`src/rtl/serial_sub_nbit_if.sv`:
```
// rtl/serial_sub_nbit_if.sv - start/done handshake and operand/result bundle for serial_sub_nbit
interface serial_sub_nbit_if #(
  parameter int N = 6
);
  logic         start;
  logic [N-1:0] a;
  logic [N-1:0] b;
  logic         bin;
  logic         busy;
  logic         done;
  logic [N-1:0] diff;
  logic         bout;
  logic         ovf;

  modport master (
    output start, a, b, bin,
    input  busy, done, diff, bout, ovf
  );

  modport slave (
    input  start, a, b, bin,
    output busy, done, diff, bout, ovf
  );
endinterface

```
`src/rtl/serial_sub_nbit.sv`:
```
// rtl/serial_sub_nbit.sv - bit-serial N-bit subtractor, one full-subtractor slice per clock, LSB first
module serial_sub_nbit #(
  parameter int N = 6
) (
  input  logic              clk,
  input  logic              rst,
  serial_sub_nbit_if.slave  bus
);
  localparam int CW = $clog2(N);
  localparam logic [CW-1:0] LAST = CW'(N - 1);

  typedef enum logic [1:0] {IDLE, RUN, DONE} state_t;

  state_t       state, state_nxt;
  logic [N-1:0] a_sr, b_sr;
  logic [N-2:0] res_sr;
  logic [N-1:0] res_nxt;
  logic [CW-1:0] cnt;
  logic         brw, brw_nxt, d;
  logic         a_msb, b_msb;
  logic [N-1:0] diff_q;
  logic         bout_q, ovf_q;

  // Single full-subtractor slice on the current LSBs.
  always_comb begin
    d       = a_sr[0] ^ b_sr[0] ^ brw;
    brw_nxt = (~a_sr[0] & b_sr[0]) | (~(a_sr[0] ^ b_sr[0]) & brw);
    res_nxt = {d, res_sr};
  end

  always_comb begin
    state_nxt = state;
    case (state)
      IDLE:    if (bus.start) state_nxt = RUN;
      RUN:     if (cnt == LAST) state_nxt = DONE;
      DONE:    state_nxt = IDLE;
      default: state_nxt = IDLE;
    endcase
  end

  always_ff @(posedge clk) begin
    if (rst) begin
      state  <= IDLE;
      a_sr   <= '0;
      b_sr   <= '0;
      res_sr <= '0;
      cnt    <= '0;
      brw    <= 1'b0;
      a_msb  <= 1'b0;
      b_msb  <= 1'b0;
      diff_q <= '0;
      bout_q <= 1'b0;
      ovf_q  <= 1'b0;
    end else begin
      state <= state_nxt;
      case (state)
        IDLE: begin
          if (bus.start) begin
            a_sr   <= bus.a;
            b_sr   <= bus.b;
            brw    <= bus.bin;
            a_msb  <= bus.a[N-1];
            b_msb  <= bus.b[N-1];
            cnt    <= '0;
            res_sr <= '0;
          end
        end
        RUN: begin
          a_sr   <= a_sr >> 1;
          b_sr   <= b_sr >> 1;
          res_sr <= res_nxt[N-1:1];
          brw    <= brw_nxt;
          cnt    <= cnt + 1'b1;
          // Results are committed only on the final slice so partial sums never show.
          if (cnt == LAST) begin
            diff_q <= res_nxt;
            bout_q <= brw_nxt;
            ovf_q  <= (a_msb ^ b_msb) & (a_msb ^ d);
          end
        end
        default: ;
      endcase
    end
  end

  assign bus.busy = (state != IDLE);
  assign bus.done = (state == DONE);
  assign bus.diff = diff_q;
  assign bus.bout = bout_q;
  assign bus.ovf  = ovf_q;
endmodule

```
`src/flat_wrapper.sv`:
```
// flat-port wrapper written by rule: the top's interface ports become plain ports
module serial_sub_nbit_flat 
#(
  parameter int N = 6
)
  (clk, rst, bus_start, bus_a, bus_b, bus_bin, bus_busy, bus_done, bus_diff, bus_bout, bus_ovf);
  serial_sub_nbit_if #(.N(N)) bus_i ();
  input  logic clk;
  input  logic rst;
  input wire logic [$bits(bus_i.start)-1:0] bus_start;
  input wire logic [$bits(bus_i.a)-1:0] bus_a;
  input wire logic [$bits(bus_i.b)-1:0] bus_b;
  input wire logic [$bits(bus_i.bin)-1:0] bus_bin;
  output wire logic [$bits(bus_i.busy)-1:0] bus_busy;
  output wire logic [$bits(bus_i.done)-1:0] bus_done;
  output wire logic [$bits(bus_i.diff)-1:0] bus_diff;
  output wire logic [$bits(bus_i.bout)-1:0] bus_bout;
  output wire logic [$bits(bus_i.ovf)-1:0] bus_ovf;
  assign bus_i.start = bus_start;
  assign bus_i.a = bus_a;
  assign bus_i.b = bus_b;
  assign bus_i.bin = bus_bin;
  assign bus_busy = bus_i.busy;
  assign bus_done = bus_i.done;
  assign bus_diff = bus_i.diff;
  assign bus_bout = bus_i.bout;
  assign bus_ovf = bus_i.ovf;
  serial_sub_nbit #(.N(N)) u_core (.clk(clk), .rst(rst), .bus(bus_i));
endmodule
```
`config.mk`:
```
export PLATFORM = sky130hd
export DESIGN_NAME = serial_sub_nbit_flat
export DESIGN_NICKNAME = d
export VERILOG_FILES = /design/src/rtl/serial_sub_nbit_if.sv /design/src/rtl/serial_sub_nbit.sv /design/src/flat_wrapper.sv
export SDC_FILE = /design/constraint.sdc
export NUM_CORES = 1
export LEC_CHECK = 0
export CORE_ASPECT_RATIO = 0.75
export CORE_MARGIN = 10
export CORE_UTILIZATION = 50
export DETAILED_ROUTE_END_ITERATION = 12
export PLACE_DENSITY_LB_ADDON = 0.3
export SETUP_SLACK_MARGIN = 0.02
export SYNTH_ARGS = -nofsm -noshare
export SYNTH_HDL_FRONTEND = slang
export SYNTH_SLANG_ARGS = --single-unit
```
`constraint.sdc`:
```
create_clock -name clk -period 1.95 [get_ports clk]
set_clock_uncertainty 0.05 [all_clocks]
set_input_delay 0.585 -clock clk [delete_from_list [all_inputs] [get_ports clk]]
set_output_delay 0.585 -clock clk [all_outputs]
set_load 0.005 [all_outputs]
```
# Yosys cells after proc, flatten, opt, wreduce, memory -nomap -nowiden
# Cells that the tools add are included.
totals:
  word_cells: 47
  output_inout_bits: 10
  input_bits: 16
  register_bits: 33
classes:
  bitwise_logic: 10
  eq_ne: 5
  n_addsub: 1
  n_reduce_logical: 7
  mux: 13
op_table:
  columns: ["cell", "count"]
  rows:
  - ["6-bit case mux with 2 select lines", 2]
  - ["6-bit 2-to-1 mux", 2]
  - ["5-bit case mux with 2 select lines", 1]
  - ["2-bit AND reduction", 4]
  - ["3-bit case mux with 2 select lines", 1]
  - ["5-bit 2-to-1 mux", 1]
  - ["2-bit 2-to-1 mux", 2]
  - ["2-bit case mux with 2 select lines", 1]
  - ["2-bit nonzero test", 2]
  - ["1-bit bitwise XOR", 4]
  - ["3-bit by 1-bit adder with 3-bit output, second input constant", 1]
  - ["1-bit bitwise AND", 3]
  - ["3-bit == test, second input constant", 1]
  - ["3-bit 2-to-1 mux", 1]
  - ["2-bit by 1-bit == test with 1-bit output, second input constant", 1]
  - ["2-bit == test, second input constant", 1]
  - ["2-bit logical NOT", 1]
  - ["2-bit by 1-bit inequality test with 1-bit output, second input constant", 1]
  - ["2-bit inequality test, second input constant", 1]
  - ["1-bit inverter", 2]
  - ["1-bit case mux with 2 select lines", 1]
  - ["1-bit 2-to-1 mux", 1]
  - ["1-bit bitwise OR", 1]

# Longest topological paths before layout
# Gate-level depths: netlist of the first run.
logic_depth:
  word_depth: 5
  ltp_mapped: 6
  depth_no_buf: 5

# Worst setup path after synthesis of the first run
# OpenSTA, ideal clock, no wires.
synth_timing:
  path_type: "register to output"
  startpoint: "register u_core.state[0]"
  endpoint: "output bus_busy"
  slack_ns: 0.436
  arrival_ns: 0.879
  n_path_buf: 2
  path_stages_with_launch: 4
  path_cell_list: "dfxtp_1 > buf_6 > buf_6 > or2_2"
synth_between:
  elab_chain_len: 1
synth_lines:
  columns: ["element", "line", "rtl"]
  rows:
  - ["start: declaration", "serial_sub_nbit.sv:14", "state_t state, state_nxt;"]
  - ["start signal: assignment", "serial_sub_nbit.sv:55", "state <= state_nxt;"]
  - ["2-bit nonzero test", "serial_sub_nbit.sv:86", "assign bus.busy = (state != IDLE);"]
  - ["end: declaration", "flat_wrapper.sv:14", "output wire logic [$bits(bus_i.busy)-1:0] bus_busy;"]
# Every way passes these cells.

# Final worst setup path of the first run
layout_timing:
  startpoint: "register u_core.state[1]"
  endpoint: "output bus_busy"
# Same word-level chain as after synthesis.

==> qor.txt, run 1 <==
Worst-Skew Late Latency - 0.29 ns
DR pass1 iterations - 4
Final setup margin - 0.159 ns
Max Cap Viol - 0
Global-route wire length before repair - 4960 um
H-tree depth - 2
Pleak - 0.694 nW
Sequential share of the synthesized area - 47.2%
Clock buffer count from CTS - 5
Largest net degree at the start of global routing - 34
CP peak stage delay - 0.31 ns
Period minus WS final - 1.79 ns
Yosys warns - 0
Ant diodes - 0
Resize count post-CTS - 2
Vias in the first global route - 1039
Slowest CP cell - dfxtp_1
DR iter-0 viols - 58
Yosys reg bits - 33
Die H - 65.8 um
Initial core utilization - 52.9%
# clock sinks - 33
Post-synthesis average cell area - 9.52 um^2
Commonest non-fill, non-tap cell in the layout - dfxtp_1
Final Slew Violations - 0
Top Usage Layer GRT - met2
Synth area leaders - dfxtp_1 47%, mux2i_1 9.3%, a211oi_1 7.0%
Number of library cell types mapped by synthesis - 26
Worst setup EP type - output pin
Initial antenna violation count - 0
Post-Syn Instances - 147
Worst relative slew slack - 74.2%
Worst min path class - register to register
Worst slew pin tran - 0.387 ns
Die W - 81.1 um
GR Util met1 - 13.8%
Post-CTS setup buffer count - 0
Net Count, Synth - 166
DRC viols - 0
Critical path fanouts, max - 3
GRT overflow - 0
Final Cycle Share - 91.8%
Top cell type's share of synthesized area - 47.2%
CTS tree - yes
Antenna-violating nets left - 0
Worst Path Required - 1.31 ns
WP buf/inv - 1
Synth-to-Final Area Change - 26.5%
Crit path DAT - 1.16 ns
Max Root-Sink Buffers - 2
Netlist Area Pre-Place - 1400 um^2
DIE AREA - 5340 um^2
Core ar. - 2640 um^2
Net count, final - 192
Max rail drop VDD - 0.000641 V
Via count - 1106
Wirelength per Cell - 14.1 um
CTS clk-pin slew, worst paths - 0.07 ns
DR vias/cell - 5.27
Fillers - 235
Pre-CTS WS - -0.0163 ns
Delay-heaviest family, CP - flip-flops
Share of cells above drive strength 1 - 10.3%
Crit Path Class - register to output pin
RSZ-0062 raised after global routing - false
CP startpoint kind - register
Rows - 16
CTS root buffer - clkbuf_8
Sum Neg Setup Slack - 0 ns
Total GRT Usage - 12.0%
Largest area contributor in the netlist - dfxtp_1
Critical-path cell list - or2_2 -> dlygate4sd2_1
Met2 Resource Use GR - 18.7%
FMAX - 558 MHz
Final Hold Viols - 0
Hpwl dp - 2150 um
Total wire length after detailed routing - 2960 um
# setup viols final - 0
Met3 Track Usage GR - 5.71%
Status - completed
IO Port Bufs - 25
GP Congestion - 0.721
P per Cell Area - 828 nW/um^2
Hold_buf cts - 0
Most frequent cells in the layout - 33 x dfxtp_1, 26 x nor2_1, 23 x clkdlybuf4s50_1
I/O pins - 26
-- worst paths after layout --
check                                         from                  to  slack [ns]  depth (start not counted)
worst max-delay path               u_core.state[1]            bus_busy        0.16                          2
worst min-delay path            u_core.bus.diff[2]  u_core.bus.diff[2]        0.40                          2
worst min register to register  u_core.bus.diff[2]  u_core.bus.diff[2]        0.40                          2
worst max register to register      u_core.b_sr[0]      u_core.bus.ovf        0.44                          5
-- synthesized netlist by cell type --
cell and number:
a22oi_1 8, inv_1 4, dfxtp_1 33, or3b_2 1
nand3_1 1, or2_2 1, nor3b_4 1, nand2_1 14
nand4b_2 1, buf_2 2, buf_6 3, a211oi_1 13
buf_4 2, and4b_1 1, a31oi_1 1, a21oi_1 8
ha_1 2, clkbuf_1 4, mux2i_1 13, nand3b_1 2
o21ba_2 1, nor2_1 26, fa_1 1, and2b_1 2
a311oi_1 1, o21bai_1 1
-- flip-flops by register name (all words and copies together), names as in the netlist --
name             flops
u_core.state         2
u_core.bus.bout      1
u_core.res_sr        5
u_core.b_msb         1
u_core.cnt           3
u_core.bus.diff      6
u_core.brw           1
u_core.a_msb         1
u_core.b_sr          6
u_core.a_sr          6
u_core.bus.ovf       1
-- power breakdown --
| group | internal (mW) | switching, mW | leakage, nW |
|---|---|---|---|
| Clock | 0.319 | 0.247 | 0.0542 |
| Combinational | 0.0892 | 0.0869 | 0.369 |
| Sequential | 0.705 | 0.0179 | 0.270 |
-- cell type report --
cell class,instances,area [um^2],share of cell area [%]
Clock buffer,7,96.3,5.45
Clock inverter,1,5.00,0.283
Inverter,4,15.0,0.849
Multi-Input combinational cell,99,649,36.7
Tap cell,36,45.0,2.55
Sequential cell,33,661,37.3
Timing Repair Buffer,30,298,16.8
-- routing by layer --
metal  part of all wire [%]  wire length, um
met1                     45             1320
met2                     46             1380
met3                    7.5              223
met4                    1.3               39
met5                      0                0
-- logic make-up after synthesis --
| kind of cell | count (synthesis) | synth area share [%] |
|---|---|---|
| AOI/OAI and AO/OA | 33 | 16.5 |
| buffers and inverters | 15 | 6.35 |
| adders and majority gates | 3 | 3.22 |
| and+or+nand+nor | 50 | 17.4 |
| DFF | 33 | 47.2 |
| muxes | 13 | 9.30 |
-- through the flow --
| step | power (mW) | cell area (um^2) | util, % | hold WS [ns] | cells |
|---|---|---|---|---|---|
| after floorplan | 0.852 | 1400 | - | 0.382 | 147 |
| after global placement | 0.907 | 1670 | 63.2 | 0.392 | 202 |
| after detailed placement | 0.914 | 1670 | 63.2 | 0.397 | 202 |
| after CTS | 1.47 | 1770 | 67.0 | 0.406 | 210 |
| after global routing | 1.53 | 1770 | 67.0 | 0.438 | 210 |
| final | 1.47 | 1770 | 67.0 | 0.402 | 210 |
-- tightest hold or removal path, cell delays in order, from the launching register on --
cell     delay [ns]
dfxtp_1        0.31
nand2_1        0.05
a21oi_1        0.05
No activity file was read; power rests on OpenSTA's default activity.
==> run 2: changes to the inputs <==
Settings changed: CAP_MARGIN set to 25.
==> results of run 2 <==
The final DEF is identical to that of run 1; final timing and power are the same.
